<file path="config.mk">
export PLATFORM = sky130hd
export DESIGN_NAME = bitwise_logic_pipe
export DESIGN_NICKNAME = d
export VERILOG_FILES = /design/src/rtl/bitwise_logic_pipe.sv
export SDC_FILE = /design/constraint.sdc
export NUM_CORES = 1
export LEC_CHECK = 0
export ABC_AREA = 1
export CAP_MARGIN = 20
export CORE_MARGIN = 1
export CORE_UTILIZATION = 54
export CTS_BUF_LIST = sky130_fd_sc_hd__clkbuf_4 sky130_fd_sc_hd__clkbuf_8
export DETAILED_ROUTE_END_ITERATION = 8
export GPL_ROUTABILITY_DRIVEN = 0
export HOLD_SLACK_MARGIN = 0.08
export PLACE_DENSITY_LB_ADDON = 0.12
export SYNTH_ARGS = -nofsm -noshare
export SYNTH_HDL_FRONTEND = slang
export SYNTH_SLANG_ARGS = --single-unit
</file>
<file path="constraint.sdc">
create_clock -name clk -period 2.42 [get_ports clk]
set_clock_uncertainty 0.1 [all_clocks]
set_input_delay 0.242 -clock clk [delete_from_list [all_inputs] [get_ports clk]]
set_output_delay 0.242 -clock clk [all_outputs]
set_load 0.01 [all_outputs]
</file>
<file path="src/rtl/bitwise_logic_pipe.sv">
// Registered bitwise logic unit with eight ops and valid/ready on both sides.
// Accumulate mode folds a multi-beat packet into a single result beat.
module bitwise_logic_pipe #(
  parameter int WIDTH = 4,
  parameter int CNT_W = 8
) (
  input  logic             clk,
  input  logic             reset,
  input  logic             in_valid,
  output logic             in_ready,
  input  logic [2:0]       in_op,
  input  logic             in_acc,
  input  logic             in_last,
  input  logic [WIDTH-1:0] p,
  input  logic [WIDTH-1:0] q,
  output logic             out_valid,
  input  logic             out_ready,
  output logic [WIDTH-1:0] s,
  output logic             out_zero,
  output logic [CNT_W-1:0] out_beats
);

  typedef enum logic {IDLE, ACCUM} state_t;

  state_t           state, state_next;
  logic [WIDTH-1:0] acc_p0, acc_next;
  logic [CNT_W-1:0] cnt_p0, cnt_next;
  logic             beat;
  logic             push;
  logic [WIDTH-1:0] beat_res;
  logic [WIDTH-1:0] fold_res;
  logic [WIDTH-1:0] res;
  logic [CNT_W-1:0] res_beats;

  function automatic logic [WIDTH-1:0] bit_op(input logic [2:0] op,
                                              input logic [WIDTH-1:0] x,
                                              input logic [WIDTH-1:0] y);
    case (op)
      3'b000:  bit_op = x & y;
      3'b001:  bit_op = x | y;
      3'b010:  bit_op = x ^ y;
      3'b011:  bit_op = ~(x ^ y);
      3'b100:  bit_op = ~(x & y);
      3'b101:  bit_op = ~(x | y);
      3'b110:  bit_op = x & ~y;
      default: bit_op = x;
    endcase
  endfunction

  function automatic logic [CNT_W-1:0] sat_inc(input logic [CNT_W-1:0] c);
    sat_inc = (&c) ? c : c + CNT_W'(1);
  endfunction

  assign in_ready = ~reset & (~out_valid | out_ready);
  assign beat     = in_valid & in_ready;
  assign beat_res = bit_op(in_op, p, q);
  // The running accumulator is combined with this beat's result using the same op.
  assign fold_res = bit_op(in_op, acc_p0, beat_res);

  always_comb begin
    state_next = state;
    acc_next   = acc_p0;
    cnt_next   = cnt_p0;
    push       = 1'b0;
    res        = beat_res;
    res_beats  = CNT_W'(1);
    case (state)
      IDLE: begin
        if (beat) begin
          if (!in_acc || in_last) begin
            push = 1'b1;
          end else begin
            acc_next   = beat_res;
            cnt_next   = CNT_W'(1);
            state_next = ACCUM;
          end
        end
      end
      ACCUM: begin
        if (beat) begin
          if (in_last) begin
            push       = 1'b1;
            res        = fold_res;
            res_beats  = sat_inc(cnt_p0);
            state_next = IDLE;
          end else begin
            acc_next = fold_res;
            cnt_next = sat_inc(cnt_p0);
          end
        end
      end
      default: state_next = IDLE;
    endcase
  end

  // Stage p0 -> output register
  always_ff @(posedge clk) begin
    if (reset) begin
      state     <= IDLE;
      acc_p0    <= '0;
      cnt_p0    <= '0;
      out_valid <= 1'b0;
      s         <= '0;
      out_zero  <= 1'b0;
      out_beats <= '0;
    end else begin
      state  <= state_next;
      acc_p0 <= acc_next;
      cnt_p0 <= cnt_next;
      if (push) begin
        out_valid <= 1'b1;
        s         <= res;
        out_zero  <= (res == '0);
        out_beats <= res_beats;
      end else if (out_ready) begin
        out_valid <= 1'b0;
      end
    end
  end

endmodule

</file>
* Yosys cells after proc, flatten, opt, wreduce, memory -nomap -nowiden
Cells that the tools add are included.
** Storage, ports and cells
- Flip-flop bits (word level) :: 27
- Logic and storage cells :: 78
- Output and inout port bits :: 15
** Operators by class
- Reductions and logical operators :: 7
- Equal/unequal tests :: 10
- Add/sub/neg operators :: 1
- Bitwise logic cells :: 22
- Muxes and demuxes :: 31
** Operators by type and width (number)
- 8-bit 2-to-1 mux :: 8
- 4-bit one-hot mux with 7 select lines :: 2
- 4-bit NOT :: 8
- 4-bit 2-to-1 mux :: 7
- 4-bit AND :: 4
- 8-bit one-hot mux with 2 select lines :: 1
- 1-bit 2-to-1 mux :: 10
- 3-bit equality test, second input constant :: 3
- 8-bit by 1-bit adder with 8-bit output, second input constant :: 1
- 4-bit OR :: 2
- 4-bit one-hot mux with 2 select lines :: 1
- 8-bit AND reduction :: 1
- 4-bit bitwise XOR :: 2
- 3-bit by 2-bit equality test with 1-bit output, second input constant :: 2
- 2-bit != test, second input constant :: 3
- 4-bit logical NOT :: 1
- 1-bit one-hot mux with 2 select lines :: 2
- 4-bit AND reduction :: 1
- 3-bit by 1-bit equality test with 1-bit output, second input constant :: 1
- 3-bit logical NOT :: 1
- 1-bit NOT :: 3
- 1-bit AND :: 2
- 2-bit by 1-bit != test with 1-bit output, second input constant :: 1
- 2-bit nonzero test :: 1
- other kinds (3) :: 3

* Longest topological paths before layout
- Depth in word-level cells :: 10
- Gate-level depth with buffers :: 21
- Depth with buffers taken out :: 20

* Least setup slack after synthesis
OpenSTA, ideal clock, no wires.
- Kind :: input to register
- Start point :: in in_op[0]
- End point :: reg out_zero
- Slack :: 0.158 ns
- Arrival time :: 2.094 ns
- Required time :: 2.253 ns
- Cell stages on the path :: 20
- Cells stage by stage :: buf_4 -> nor2_4 -> nand2_2 -> nor2_1 -> inv_1 -> nand4_1 -> nor2_1 -> o211ai_2 -> nand2_2 -> ha_1 -> inv_1 -> nand2_1 -> nand2_1 -> nor2_1 -> nand4_1 -> nand2_1 -> nand2_1 -> nor2_1 -> nand3_1 -> a21oi_2
** On the way
- Longest elaborated chain between the ends :: 9
- Elaborated cells on any way between the ends :: 21
- Classes of those cells :: eq/ne (6); mux (5); bitwise (8); reduce/logical (2)
** Ends and longest elaborated chain
- from (decl) :: line 11 : input logic [2:0] in_op,
- 3-bit equality test (tied with other cells) :: line 38 : case (op)
- 4-bit one-hot mux with 7 select lines :: line 38
- 4-bit NOT (tied with other cells) :: line 45 : 3'b110: bit_op = x & ~y;
- 4-bit AND (tied with other cells) :: line 45
- 4-bit one-hot mux with 7 select lines :: line 38
- 4-bit 2-to-1 mux :: line 81 : if (in_last) begin
- 4-bit 2-to-1 mux :: line 80 : if (beat) begin
- 4-bit 2-to-1 mux * :: line 67 : case (state)
- 4-bit logical NOT * :: line 113 : out_zero <= (res == '0);
- to (signal assigned) :: line 113
- to (decl) :: line 19 : output logic out_zero,
Every way passes the cells marked *; elsewhere a longest branch is shown, timed or not.
A chain may end at the register's enable or synchronous reset.

* Worst setup path in the final report
- Start point :: in q[0]
- End point :: reg out_zero
** On the way
- Longest elaborated chain between the ends :: 10
- Elaborated cells on any way between the ends :: 22
- Classes of those cells :: mux (5); bitwise (16); reduce/logical (1)
** Ends and longest elaborated chain
- from (decl) :: line 15 : input logic [WIDTH-1:0] q,
- 4-bit NOT (tied with other cells) :: line 45
- 4-bit AND (tied with other cells) :: line 45
- 4-bit one-hot mux with 7 select lines * :: line 38
- 4-bit NOT (tied with other cells) :: line 45
- 4-bit AND (tied with other cells) :: line 45
- 4-bit one-hot mux with 7 select lines :: line 38
- 4-bit 2-to-1 mux :: line 81
- 4-bit 2-to-1 mux :: line 80
- 4-bit 2-to-1 mux * :: line 67
- 4-bit logical NOT * :: line 113
Marked as above.

==> impl_summary.txt <==
----------------------------------------------------
[Synth]
  Share of the synthesized area in the top cell type ... 22.5%
  Total of flip-flops plus latches after synthesis ... 27
  Post-synthesis average cell area ... 6.62 µm²
  Number of enable flip-flop cells after synthesis ... 0
  Post-synthesis instance total ... 363
  Main synth FF type ... sky130_fd_sc_hd__dfxtp_1
  Number of unique standard cell types used by synthesis ... 42
  Most frequently used cell type in the post-synthesis netlist ... sky130_fd_sc_hd__nand2_1
  Total standard cell area after synthesis ... 2400 µm²
  Portion of the post-synthesis area used by sequential elements ... 22.5%
  Fraction of synthesis flops using an asynchronous set or reset pin ... 0%
  Largest area contributor in the synthesized netlist ... sky130_fd_sc_hd__dfxtp_1
  Most frequent cells after synthesis ... sky130_fd_sc_hd__nand2_1 (95), sky130_fd_sc_hd__inv_1 (48), sky130_fd_sc_hd__nor2_1 (28)
  Main area contributors after synthesis ... sky130_fd_sc_hd__dfxtp_1 (22%), sky130_fd_sc_hd__nand2_1 (15%), sky130_fd_sc_hd__ha_1 (12%)
  Syn Nets ... 403
  Number of warning messages in the yosys log ... 0

[Cells and area]
  Antenna Diode Count ... 0
  Post-Layout Inst Area ... 3400 µm²
  Final net count ... 492
  Fill cells ... 288
  Share of cells above drive strength 1 ... 30.6%
  P&R area growth vs syn ... 41.4%
  Utilization of the core after routing ... 82.0%

[Floorplan]
  Initial core utilization ... 58.0%
  Floorplan die height ... 68.7 µm
  Number of rows in the core area ... 23
  Total Die Area ... 4720 µm²
  Area inside the core boundary ... 4140 µm²
  Io pins ... 32
  Die Wd ... 68.7 µm

[Global routing]
  First-pass GRT wire length ... 11.0 mm
  Residual overflow from global routing ... 0
  Overall fraction of global-route tracks in use ... 30.7%
  Initial antenna violation count ... 0
  Number of global-route vias before repair ... 2524
  Maximum number of pins on one net before global-route repair ... 22

[Power]
  Part of the total power dissipated in the clock network ... 22.2%
  Register share of total power ... 40.4%
  Static Leakage ... 1.62 nW
  Int Pwr ... 0.000770 W
  Power per cell area ... 337 nW/µm²
  Part of the total power dissipated in combinational logic ... 37.4%
  Worst ir drop on vdd ... 444 µV
  Sw Share ... 32.9%
  Total power ... 0.00115 W
  Net switching power figure ... 0.000377 W

[Drt]
  Number of nets with antenna violations after routing ... 0
  Vias post-DR ... 2728
  Number of violations reported at the end of detailed-routing iteration 0 ... 192
  Wirelength, routed ... 7.06 mm
  Vias per std cell ... 5.45
  DRC violations left ... 0
  Post-DR wirelength/cell ... 14.1 µm
  First drt pass iteration count ... 4

[Worst hold path]
  Min-Delay Path Depth ... 2
  Launch point of the worst hold path ... out_beats[7]
  Worst min-delay path class ... reg -> reg
  Worst min-delay path endpoint ... out_beats[7]

[Outcome]
  Run status ... finished clean

[Clock tree]
  Clock buffer depth ... 2
  Clock root buffer ... sky130_fd_sc_hd__clkbuf_8
  Clock tree from TritonCTS ... built
  H-tree depth reported by CTS ... 1
  Clock latency of the later-clocked register in the worst-skew pair ... 0.27 ns
  Total clock sinks ... 27
  CTS buffer count ... 3
  Clock edge transition at the registers on the reported setup and hold paths ... 0.09 ns
  Number of hold buffers added after CTS ... 0

[Timing]
  Min Clock Period, post-route ... 2.35 ns
  Final Max Tran Viols ... 0
  Worst setup margin ... 0.0702 ns
  Pin slew with the least headroom to its limit ... 0.433 ns
  Final hold violation count ... 0
  Setup violators final ... 0
  Post-route fraction of the period consumed by the critical path ... 97.1%
  Hold Worst Slack ... 0.367 ns
  Highest clock rate ... 426 MHz
  Remaining max-slew budget at the tightest pin ... 70.4%
  RSZ-0062 raised after global routing ... true

[Critical path]
  Worst EP arrival ... 2.46 ns
  CP Capture Type ... flop
  Data required time of the critical path ... 2.53 ns
  Worst reg2reg endpoint ... acc_p0[1]
  FF-to-FF Start ... state
  Element type at the critical path start ... primary input
  FF-to-FF setup slack ... 0.44 ns
  Type of the setup path with the least slack ... in -> reg
  Worst Reg2Reg Path Length in Cells ... 8
  Maximum fanout count along the critical path ... 3

[Place]
  Number of buffers added on ports ... 31
  Post-DP Area ... 3130 µm²
  Post-Place Setup Slack ... -0.498 ns
  Hpwl dp ... 5.00 mm

[Run]
  Max capacitance violation total ... 0

----------------------------------------------------
==> metrics by stage <==
stage,cells,TNS (ns)
CTS,497,0
global route,501,-0.132
detailed placement,488,-3.18
finish,501,0
floorplan,363,0
global placement,488,-2.49
==> critical path, stage by stage <==
cell                            delay [ns]
sky130_fd_sc_hd__dlygate4sd2_1        0.21
sky130_fd_sc_hd__inv_1                0.06
sky130_fd_sc_hd__ha_2                 0.17
sky130_fd_sc_hd__nand4_1              0.08
sky130_fd_sc_hd__o21ai_1              0.07
sky130_fd_sc_hd__nor3b_1              0.24
sky130_fd_sc_hd__nand4_1              0.16
sky130_fd_sc_hd__nand2_2              0.15
sky130_fd_sc_hd__ha_4                 0.22
sky130_fd_sc_hd__nand2_1              0.06
sky130_fd_sc_hd__nand2_1              0.06
sky130_fd_sc_hd__nor2_2               0.13
sky130_fd_sc_hd__nand4_1              0.10
sky130_fd_sc_hd__nand2_1              0.11
sky130_fd_sc_hd__nand2_1              0.08
sky130_fd_sc_hd__nor2_2               0.09
sky130_fd_sc_hd__nand3_1              0.10
sky130_fd_sc_hd__a21oi_2              0.13
==> repair_timing <==
action	in CTS	in global routing
gates cloned	1	0
resized for setup	24	29
pin swaps	18	25
buffers inserted	4	4
endpoints found under the setup margin	7	7
==> layout by cell type, fill, tap and decap left out, drive strengths merged, types with 15 or more instances in the layout <==
| cell type | count |
|---|---|
| nand3 | 25 |
| nand2 | 102 |
| a21oi | 22 |
| o21ai | 15 |
| inv | 58 |
| clkdlybuf4s50 | 20 |
| dfxtp | 27 |
| ha | 23 |
| nand4 | 17 |
| buf | 60 |
| nor2 | 40 |
==> registers in the layout, indices dropped and copies added (netlist names) <==
register,flops
acc_p0,4
cnt_p0,8
out_beats,8
out_valid,1
out_zero,1
s,4
state,1
==> area by class of cell <==
class,instances,area (µm²),area share [%]
inverters,59,226,6.66
multi-input cells,269,1720,50.7
clock inverters,1,5.00,0.147
well taps,50,62.6,1.84
clock buffers,3,41.3,1.21
repair buffers,92,801,23.6
flip-flops and latches,27,541,15.9
==> metal layers <==
metal | up-vias | wire length, µm | track usage [%] | share of wire [%]
met2 | 90 | 3510 | 53.7 | 50
met5 | - | 0 | 0 | 0
li1 | 1352 | - | - | -
met3 | 6 | 377 | 4.28 | 5.3
met1 | 1280 | 3120 | 39.2 | 44
met4 | 0 | 44 | 8.16 | 0.62
==> worst max path at each step <==
stage	from	cells past startpoint	endpoint	slack (ns)
after floorplan	in_op[0]	20	out_zero	0.16
after global placement	in_op[1]	19	s[3]	-0.42
after detailed placement	in_op[1]	18	out_zero	-0.50
after CTS	q[3]	19	out_zero	0.0003
after global routing	q[0]	18	out_zero	-0.1
final	q[0]	18	out_zero	0.07
==> kinds of logic after synthesis <==
| family | synth area share [%] |
|---|---|
| adders and majority gates | 12.0 |
| and+or+nand+nor | 39.8 |
| AOI/OAI and AO/OA | 11.5 |
| buffers and inverters | 11.6 |
| muxes | 0.468 |
| xor gates and xnor gates | 2.19 |
| DFF | 22.5 |
==> power by group through the flow <==
stage               logic (W)  registers [W]  clock network, W
finish               0.000429       0.000463          0.000255
global route         0.000466       0.000464          0.000275
CTS                  0.000395       0.000462          0.000259
detailed placement   0.000361       0.000473                 0
global placement     0.000352       0.000472                 0
floorplan            0.000199       0.000475                 0
Note: power is estimated with default switching activity, not from simulation.
